`config.mk`:
```
export PLATFORM = sky130hd
export DESIGN_NAME = wl_floor_arb_flat
export DESIGN_NICKNAME = d
export VERILOG_FILES = /design/src/rtl/wl_floor_arb_if.sv /design/src/rtl/wl_floor_arb.sv /design/src/flat_wrapper.sv
export SDC_FILE = /design/constraint.sdc
export NUM_CORES = 1
export LEC_CHECK = 0
export ABC_AREA = 1
export CAP_MARGIN = 20
export CORE_ASPECT_RATIO = 0.7
export CORE_UTILIZATION = 57
export DETAILED_ROUTE_END_ITERATION = 8
export DONT_BUFFER_PORTS = 1
export PLACE_DENSITY = 0.75
export SYNTH_ARGS = -nofsm -noshare
export SYNTH_HDL_FRONTEND = slang
export SYNTH_SLANG_ARGS = --single-unit
```
`constraint.sdc`:
```
create_clock -name clk -period 2.4 [get_ports clk]
set_input_delay 0.24 -clock clk [delete_from_list [all_inputs] [get_ports clk]]
set_output_delay 0.24 -clock clk [all_outputs]
set_load 0.1 [all_outputs]
```
`src/rtl/wl_floor_arb_if.sv`:
```
// Requester/output handshake bundle for wl_floor_arb.
// master = requester/downstream side, slave = arbiter side.
interface wl_floor_arb_if #(
  parameter int NREQ = 4,
  parameter int IW   = 16,
  parameter int OW   = 14,
  parameter int IDW  = 2
);
  logic [NREQ-1:0]    req_valid;
  logic [NREQ*IW-1:0] req_data;
  logic [NREQ-1:0]    req_ready;
  logic               out_valid;
  logic               out_ready;
  logic [OW-1:0]      out_data;
  logic [IDW-1:0]     out_id;

  modport master (
    output req_valid, req_data, out_ready,
    input  req_ready, out_valid, out_data, out_id
  );

  modport slave (
    input  req_valid, req_data, out_ready,
    output req_ready, out_valid, out_data, out_id
  );
endinterface

```
`src/rtl/wl_floor_arb.sv`:
```
// Round-robin burst-locking arbiter in front of a shared IW->OW word-length reduction.
// Define WL_ARB_ROUND_EN for round-half-up with saturation; default is floor (truncation).
module wl_floor_arb #(
  parameter int NREQ  = 4,
  parameter int IW    = 16,
  parameter int OW    = 14,
  parameter int BURST = 4,
  parameter int IDW   = 2
) (
  input  logic         clk,
  input  logic         rst,
  wl_floor_arb_if.slave bus
);

  localparam int CW = $clog2(BURST + 1);
  localparam logic [0:0] S_IDLE = 1'b0;
  localparam logic [0:0] S_LOCK = 1'b1;

  logic [0:0]     r_state;
  logic [IDW-1:0] r_ptr;
  logic [IDW-1:0] r_lock;
  logic [CW-1:0]  r_cnt;
  logic           r_out_valid;
  logic [OW-1:0]  r_out_data;
  logic [IDW-1:0] r_out_id;

  logic           w_lock_hold;
  logic [IDW-1:0] w_base;
  logic [IDW:0]   w_srch;
  logic [IDW-1:0] w_grant;
  logic           w_gv;
  logic           w_free;
  logic           w_xfer;
  logic [NREQ-1:0] w_ready;
  logic [IW-1:0]  w_din;
  logic [OW-1:0]  w_red;

  function automatic logic [IDW-1:0] f_next(input logic [IDW-1:0] idx);
    if (int'(idx) == NREQ - 1) return '0;
    return idx + 1'b1;
  endfunction

  // Returns {hit, index} of the first valid requester at or after base, with wrap.
  function automatic logic [IDW:0] f_search(input logic [NREQ-1:0] v, input logic [IDW-1:0] base);
    logic [IDW:0] res;
    int j;
    res = '0;
    for (int k = NREQ - 1; k >= 0; k--) begin
      j = int'(base) + k;
      if (j >= NREQ) j = j - NREQ;
      if (v[j]) res = {1'b1, IDW'(j)};
    end
    return res;
  endfunction

  // A dropped lock searches from lock+1 in the same cycle, so no grant bubble.
  assign w_lock_hold = (r_state == S_LOCK) && bus.req_valid[r_lock];
  assign w_base      = (r_state == S_LOCK) ? f_next(r_lock) : r_ptr;
  assign w_srch      = f_search(bus.req_valid, w_base);
  assign w_grant     = w_lock_hold ? r_lock : w_srch[IDW-1:0];
  assign w_gv        = w_lock_hold | w_srch[IDW];
  assign w_free      = !r_out_valid || bus.out_ready;
  assign w_xfer      = w_free && w_gv;

  always_comb begin
    w_ready = '0;
    if (w_xfer && !rst) w_ready[w_grant] = 1'b1;
  end

  assign w_din = bus.req_data[int'(w_grant)*IW +: IW];

`ifdef WL_ARB_ROUND_EN
  localparam logic [IW:0] HALF = {{IW{1'b0}}, 1'b1} << (IW - OW - 1);
  logic [IW:0] w_sum;
  logic        w_unused_lsb;
  assign w_sum        = {1'b0, w_din} + HALF;
  assign w_red        = w_sum[IW] ? {OW{1'b1}} : w_sum[IW-1 -: OW];
  assign w_unused_lsb = ^w_sum[IW-OW-1:0];
`else
  logic w_unused_lsb;
  assign w_red        = w_din[IW-1 -: OW];
  assign w_unused_lsb = ^w_din[IW-OW-1:0];
`endif

  always_ff @(posedge clk or posedge rst) begin
    if (rst) begin
      r_out_valid <= 1'b0;
      r_out_data  <= '0;
      r_out_id    <= '0;
    end else if (w_xfer) begin
      r_out_valid <= 1'b1;
      r_out_data  <= w_red;
      r_out_id    <= w_grant;
    end else if (bus.out_ready) begin
      r_out_valid <= 1'b0;
    end
  end

  always_ff @(posedge clk or posedge rst) begin
    if (rst) begin
      r_state <= S_IDLE;
      r_ptr   <= '0;
      r_lock  <= '0;
      r_cnt   <= '0;
    end else if (w_xfer) begin
      if (w_lock_hold) begin
        if (r_cnt == CW'(BURST - 1)) begin
          r_state <= S_IDLE;
          r_ptr   <= f_next(r_lock);
          r_cnt   <= '0;
        end else begin
          r_cnt <= r_cnt + 1'b1;
        end
      end else begin
        r_lock <= w_grant;
        r_cnt  <= CW'(1);
        if (BURST == 1) begin
          r_ptr   <= f_next(w_grant);
          r_state <= S_IDLE;
        end else begin
          r_state <= S_LOCK;
        end
      end
    end else if (w_free && (r_state == S_LOCK) && !bus.req_valid[r_lock]) begin
      r_state <= S_IDLE;
      r_ptr   <= f_next(r_lock);
    end
  end

  assign bus.req_ready = w_ready;
  assign bus.out_valid = r_out_valid;
  assign bus.out_data  = r_out_data;
  assign bus.out_id    = r_out_id;

endmodule
```
`src/flat_wrapper.sv`:
```
// flat-port wrapper written by rule: the top's interface ports become plain ports
module wl_floor_arb_flat 
#(
  parameter int NREQ  = 4,
  parameter int IW    = 16,
  parameter int OW    = 14,
  parameter int BURST = 4,
  parameter int IDW   = 2
)
  (clk, rst, bus_req_valid, bus_req_data, bus_out_ready, bus_req_ready, bus_out_valid, bus_out_data, bus_out_id);
  wl_floor_arb_if #(.NREQ(NREQ), .IW(IW), .OW(OW), .IDW(IDW)) bus_i ();
  input  logic clk;
  input  logic rst;
  input wire logic [$bits(bus_i.req_valid)-1:0] bus_req_valid;
  input wire logic [$bits(bus_i.req_data)-1:0] bus_req_data;
  input wire logic [$bits(bus_i.out_ready)-1:0] bus_out_ready;
  output wire logic [$bits(bus_i.req_ready)-1:0] bus_req_ready;
  output wire logic [$bits(bus_i.out_valid)-1:0] bus_out_valid;
  output wire logic [$bits(bus_i.out_data)-1:0] bus_out_data;
  output wire logic [$bits(bus_i.out_id)-1:0] bus_out_id;
  assign bus_i.req_valid = bus_req_valid;
  assign bus_i.req_data = bus_req_data;
  assign bus_i.out_ready = bus_out_ready;
  assign bus_req_ready = bus_i.req_ready;
  assign bus_out_valid = bus_i.out_valid;
  assign bus_out_data = bus_i.out_data;
  assign bus_out_id = bus_i.out_id;
  wl_floor_arb #(.NREQ(NREQ), .IW(IW), .OW(OW), .BURST(BURST), .IDW(IDW)) u_core (.clk(clk), .rst(rst), .bus(bus_i));
endmodule
```
# --- Yosys cells after proc, flatten, opt, wreduce, memory -nomap -nowiden ---
# Index checks and enable logic that the tools add are counted.
totals:
  latchBits: 0
  mem_bits_ro: 0
  n_memories: 0
  out_inout_bits: 21
  reg_bits: 25
  ram_bits: 0
op_classes:
  n_mux: 49
  order_cmp: 11
  n_shift: 1
  multipliers: 0
  bitwise: 2
  reduce_logical: 15
  div: 0
  eq_ne: 5
  addsub: 9
op_table:
  columns: ["operator", "n"]
  rows:
  - ["< comparator 32 x 4 -> 1 bit, second input constant", 4]
  - ["two-way mux 32 bit", 4]
  - [">= comparator 32 x 4 -> 1 bit, second input constant", 3]
  - ["subtractor 32 x 4 -> 32 bit, second input constant", 3]
  - ["variable part select 64 x 7 -> 16 bit", 1]
  - ["two-way mux 1 bit", 22]
  - ["two-way mux 2 bit", 10]
  - ["two-way mux 3 bit", 6]
  - ["binary-select mux 1 bit (select 2 bit)", 5]
  - ["adder 2 x 2 -> 3 bit, second input constant", 2]
  - ["logical AND 1 bit", 6]
  - ["< comparator 2 x 3 -> 1 bit, second input constant", 2]
  - ["two-way mux 4 bit", 1]
  - ["AND reduction 2 bit", 2]
  - ["nonzero test 2 bit", 2]
  - ["subtractor 2 x 3 -> 4 bit, second input constant", 1]
  - ["adder 2 x 1 -> 3 bit, second input constant", 1]
  - ["adder 3 x 1 -> 3 bit, second input constant", 1]
  - ["== test 3 x 2 -> 1 bit, second input constant", 1]
  - [">= comparator 2 x 3 -> 1 bit, second input constant", 1]
  - ["logical NOT 1 bit", 3]
  - ["!= test 3 bit, second input constant", 1]
  - ["AND reduction 3 bit", 1]
  - ["adder 2 x 1 -> 2 bit, second input constant", 1]
  - ["8 further kinds", 8]

# --- Longest topological paths before layout ---
logic_depth:
  ltp_word: 21
  depth_mapped: 20
  mapped_depth_nobuf: 19

# --- Worst setup path before layout ---
# OpenSTA, ideal clock, no wires.
synth_path:
  path_type: "register to output"
  from: "register u_core.r_lock[0]"
  to: "output port bus_req_ready[0]"
  stages_incl_launch_ff: 17
  path_buffers: 1
  setup_slack_ps: -1784
  t_arrival_ps: 3944
  path_cell_list: "dfrtp_1 > ha_1 > nor2_1 > nand2_2 > nand2_4 > nand2_1 > and2_1 > nand2_1 > nand2_1 > inv_1 > nand2_1 > nand2_1 > nand3_2 > nand2_2 > buf_2 > inv_1 > nor3_1"
synth_between:
  elab_chain_cells: 20
synth_rtl:
  columns: ["item", "line", "source"]
  rows:
  - ["start: declaration", "wl_floor_arb.sv:21", "logic [IDW-1:0] r_lock;"]
  - ["start signal: assignment", "wl_floor_arb.sv:115", "r_lock <= w_grant;"]
  - ["== test 2 x 1 -> 1 bit", "wl_floor_arb.sv:39", "if (int'(idx) == NREQ - 1) return '0;"]
  - ["two-way mux 1 bit", "wl_floor_arb.sv:39", null]
  - ["two-way mux 2 bit", "wl_floor_arb.sv:40", "return idx + 1'b1;"]
  - ["two-way mux 2 bit", "wl_floor_arb.sv:58", "assign w_base = (r_state == S_LOCK) ? f_next(r_lock) : r_ptr;"]
  - ["adder 2 x 2 -> 3 bit", "wl_floor_arb.sv:49", "j = int'(base) + k;"]
  - ["subtractor 32 x 4 -> 32 bit or >= comparator 32 x 4 -> 1 bit (tied branches)", "wl_floor_arb.sv:50", "if (j >= NREQ) j = j - NREQ;"]
  - ["two-way mux 32 bit", "wl_floor_arb.sv:50", null]
  - ["binary-select mux 1 bit (select 2 bit)", "wl_floor_arb.sv:51", "if (v[j]) res = {1'b1, IDW'(j)};"]
  - ["two-way mux 1 bit (not written as such) (2 in a row)", "wl_floor_arb.sv:51", null]
  - ["two-way mux 3 bit (4 in a row)", "wl_floor_arb.sv:51", null]
  - ["two-way mux 2 bit", "wl_floor_arb.sv:60", "assign w_grant = w_lock_hold ? r_lock : w_srch[IDW-1:0];"]
  - ["< comparator 2 x 3 -> 1 bit (not written as such) or >= comparator 2 x 1 -> 1 bit (tied branches)", "wl_floor_arb.sv:67", "if (w_xfer && !rst) w_ready[w_grant] = 1'b1;"]
  - ["logical AND 1 bit (not written as such)", "wl_floor_arb.sv:67", null]
  - ["two-way mux 1 bit (not written as such)", "wl_floor_arb.sv:67", null]
  - ["demux 1 bit (select 2 bit)", null, null]
  - ["two-way mux 4 bit (*)", "wl_floor_arb.sv:67", null]
  - ["end: declaration", "flat_wrapper.sv:17", "output wire logic [$bits(bus_i.req_ready)-1:0] bus_req_ready;"]
# Mark *: on every way between the ends. The rest lies on a longest branch, timed or not. The select of a mux whose other input is x is not followed.

# --- Final worst setup path ---
layout_path:
  from: "register u_core.r_lock[1]"
  to: "output port bus_req_ready[1]"
# The elaborated chain is that of the path after synthesis.

==> results.cfg <==
[grt]
grt-ovfl-total = 0
antenna_found_initial = 0
grt_pass1_vias = 1874
grt_first_pass_wirelength_um = 8760
grt_start_max_net_pins = 29
grt.total_usage_pct = 31.4

[sta]
fin_skew_ps = 13.6
max_clock_freq_mhz = 331
timing_worst_slew_pin_value_ps = 350
setup_tns_ps = -8530
final.period_utilization_pct = 126
final.setup.worst_slack_ps = -623
setup_violations = 25
relative_slew_slack_pct = 76.7
rsz0062_at_grt = yes
slew_viol_final = 0
timing.final.crit_period_ps = 3020
fin_worst_hold_slack_ps = -26.6
timing_hold_violations_final = 18

[critical_path]
crit_type = flop to output port
type_of_element_capturing_the_critical_path = output port
kind_of_cell_adding_the_most_delay_to_the_critical_path = simple AND/OR/NAND/NOR gates
worstReg2RegStart = u_core.r_lock[1]$_DFFE_PP0P_
critical_path.startpoint = u_core.r_lock[1]$_DFFE_PP0P_
regToRegSetupSlack_ps = -480
kind_of_start_point_of_the_critical_path = flop
buf_inv_stages_crit_path = 2
critical_path_data_required_time_ps = 2160
most_frequent_cp_cell = nand2_4
worst-path-max-fanout = 7
delay_of_the_slowest_critical_path_stage_ps = 430
crit_chain = ha_4 -> nor2_4 -> nand2_4 -> nand2_8 -> nand2_4 -> nand2_4 -> nand2_4 -> nand2_4 -> nor2_4 -> nor2_2 -> nand2_1 -> nand3_2 -> nand2_4 -> buf_4 -> nor3_4 -> buf_12
slowest_cp_cell = dfrtp_1
worstPathArrival_ps = 2780

[cts]
tritoncts = done
cts_htree_levels = 1
cts_made_buffers = 3
clock_path_buffers = 2
clk_root_buffer_cell = clkbuf_8
cts_hold_repair.buffers = 0
clock_insertion_delay_worst_skew_ps = 280
clock_sink_count = 25
clk_pin_slew_worst_paths_ps = 100

[status]
failing_checks = negative hold slack, negative setup slack
outcome = complete, but fails checks

[placement]
finalWeightedCongestion = 0.850
io_buffer_count = 0
hpwl_um = 4130

[synthesis]
post_synth_main_area_contributors = dfrtp_1, nand2_1, nand3_1
netlist.area_leader.share_pct = 32.5
synth-warning-count = 0
ff_latch_count_synth = 25
ys_types = 28
post_synth.cell_area_avg_sq_um = 6.42
synthTopCellsByCount = nand2_1, nand3_1, nor2_1
ys_async_sr_fraction_pct = 100
yosysMostFrequentCell = nand2_1
synth-edff-count = 0
netlist_instances = 300
synthesis.nets = 373
ys.flop_type = dfrtp_1
synthDominantAreaCellType = dfrtp_1
synthesis.area_sq_um = 1930
ys_seq_area_share_pct = 32.5

[routing]
post_drt_via_cell_ratio = 7.09
first_pass_iters = 6
vias = 2710
routed_wl_um = 9060
initialDrtViolationCount = 412
remaining_drc_errors = 0
avgRoutedWirePerCell_um = 23.7
drtAntennaViolNets = 0

[finish]
final_layout_size_suffix_gt1_share_pct = 45.1
antenna_cells = 0
syn_to_final_growth_pct = 55.5
nNetsFinal = 418
fillCellCount = 99

[floorplan]
placeableCoreArea_sq_um = 3190
die_height_um = 50.6
area_enclosed_by_the_die_boundary_sq_um = 3620
initial_core_util_pct = 60.4
placementRows = 17
io_pins = 92
die_w_um = 71.5

[job]
max_cap_viol_count = 0

[min_path]
tightest_hold_check_type = input pin to async pin
-- path summary, 6_finish.rpt --
path	to	cells past startpoint
worst max register to register	u_core.bus.out_data[12]$_DFFE_PP0P_	19
max in group asynchronous	u_core.r_state$_DFFE_PP0P_	2
worst max-delay path	bus_req_ready[1]	16
worst min register to register	u_core.r_cnt[1]$_DFFE_PP0P_	2
worst min-delay path	u_core.bus.out_data[2]$_DFFE_PP0P_	2
min in group clk	u_core.bus.out_data[4]$_DFFE_PP0P_	4
-- state kept, by name, summed over array words and instances (netlist names) --
name / count
u_core.bus.out_id: 2
u_core.r_state: 1
u_core.r_lock: 2
u_core.r_ptr: 2
u_core.bus.out_valid: 1
u_core.bus.out_data: 14
u_core.r_cnt: 3
-- layout by cell type, fill, tap and decap left out, drive strengths merged --
cell type,n
nand3,51
buf,52
nor3,4
o21a,1
clkbuf,7
nand2,94
clkinvlp,1
o2111ai,1
dfrtp,25
o221ai,1
nor2,45
o21ai,10
a21oi,3
ha,2
nand4,22
o211ai,1
or2,2
and2,2
inv,20
-- cell type report --
class | instances | area [sq um] | area share, %
clock buffers | 3 | 41.3 | 1.38
inverters | 20 | 77.6 | 2.59
repair buffers | 56 | 626 | 20.9
well taps | 38 | 47.5 | 1.59
flip-flops and latches | 25 | 628 | 21.0
multi-input cells | 239 | 1570 | 52.4
clock inverters | 1 | 7.51 | 0.251
-- cells by family after synthesis --
kind of cell / count (synthesis) / synth area share, %
AOI/OAI and AO/OA: 17 / 5.84
adders and majority gates: 2 / 1.30
buffers and inverters: 36 / 9.03
DFF: 25 / 32.5
and+or+nand+nor: 220 / 51.4
-- layer usage --
layer	global-route usage (%)	up-vias	part of all wire [%]
met5	0	-	0
met4	7.84	0	9.8
met3	6.02	101	15
met2	49.2	299	41
met1	44.8	1227	34
li1	-	1083	-
-- repair_timing --
action                                  CTS  global route
pin swaps                                 9            27
buffers inserted                          5             7
endpoints found under the setup margin   15            24
gates cloned                              0             4
gates resized for setup                  17            83
-- per-stage QoR --
| step | instances | worst slack (ps) | utilization, % | hold slack [ps] | area, sq um |
|---|---|---|---|---|---|
| final | 382 | -623 | 93.9 | -26.6 | 3000 |
| after global routing | 382 | -701 | 93.9 | 13.5 | 3000 |
| after CTS | 373 | -235 | 78.5 | 2.11 | 2500 |
| after detailed placement | 364 | -91.3 | 74.2 | 297 | 2370 |
| after global placement | 364 | 1.97 | 74.2 | 297 | 2370 |
| after floorplan | 300 | -429 | - | 300 | 2030 |
Power is left out: the tool's default activity adds up to more than one toggle a clock period on the data nets, which glitch-free logic cannot reach.
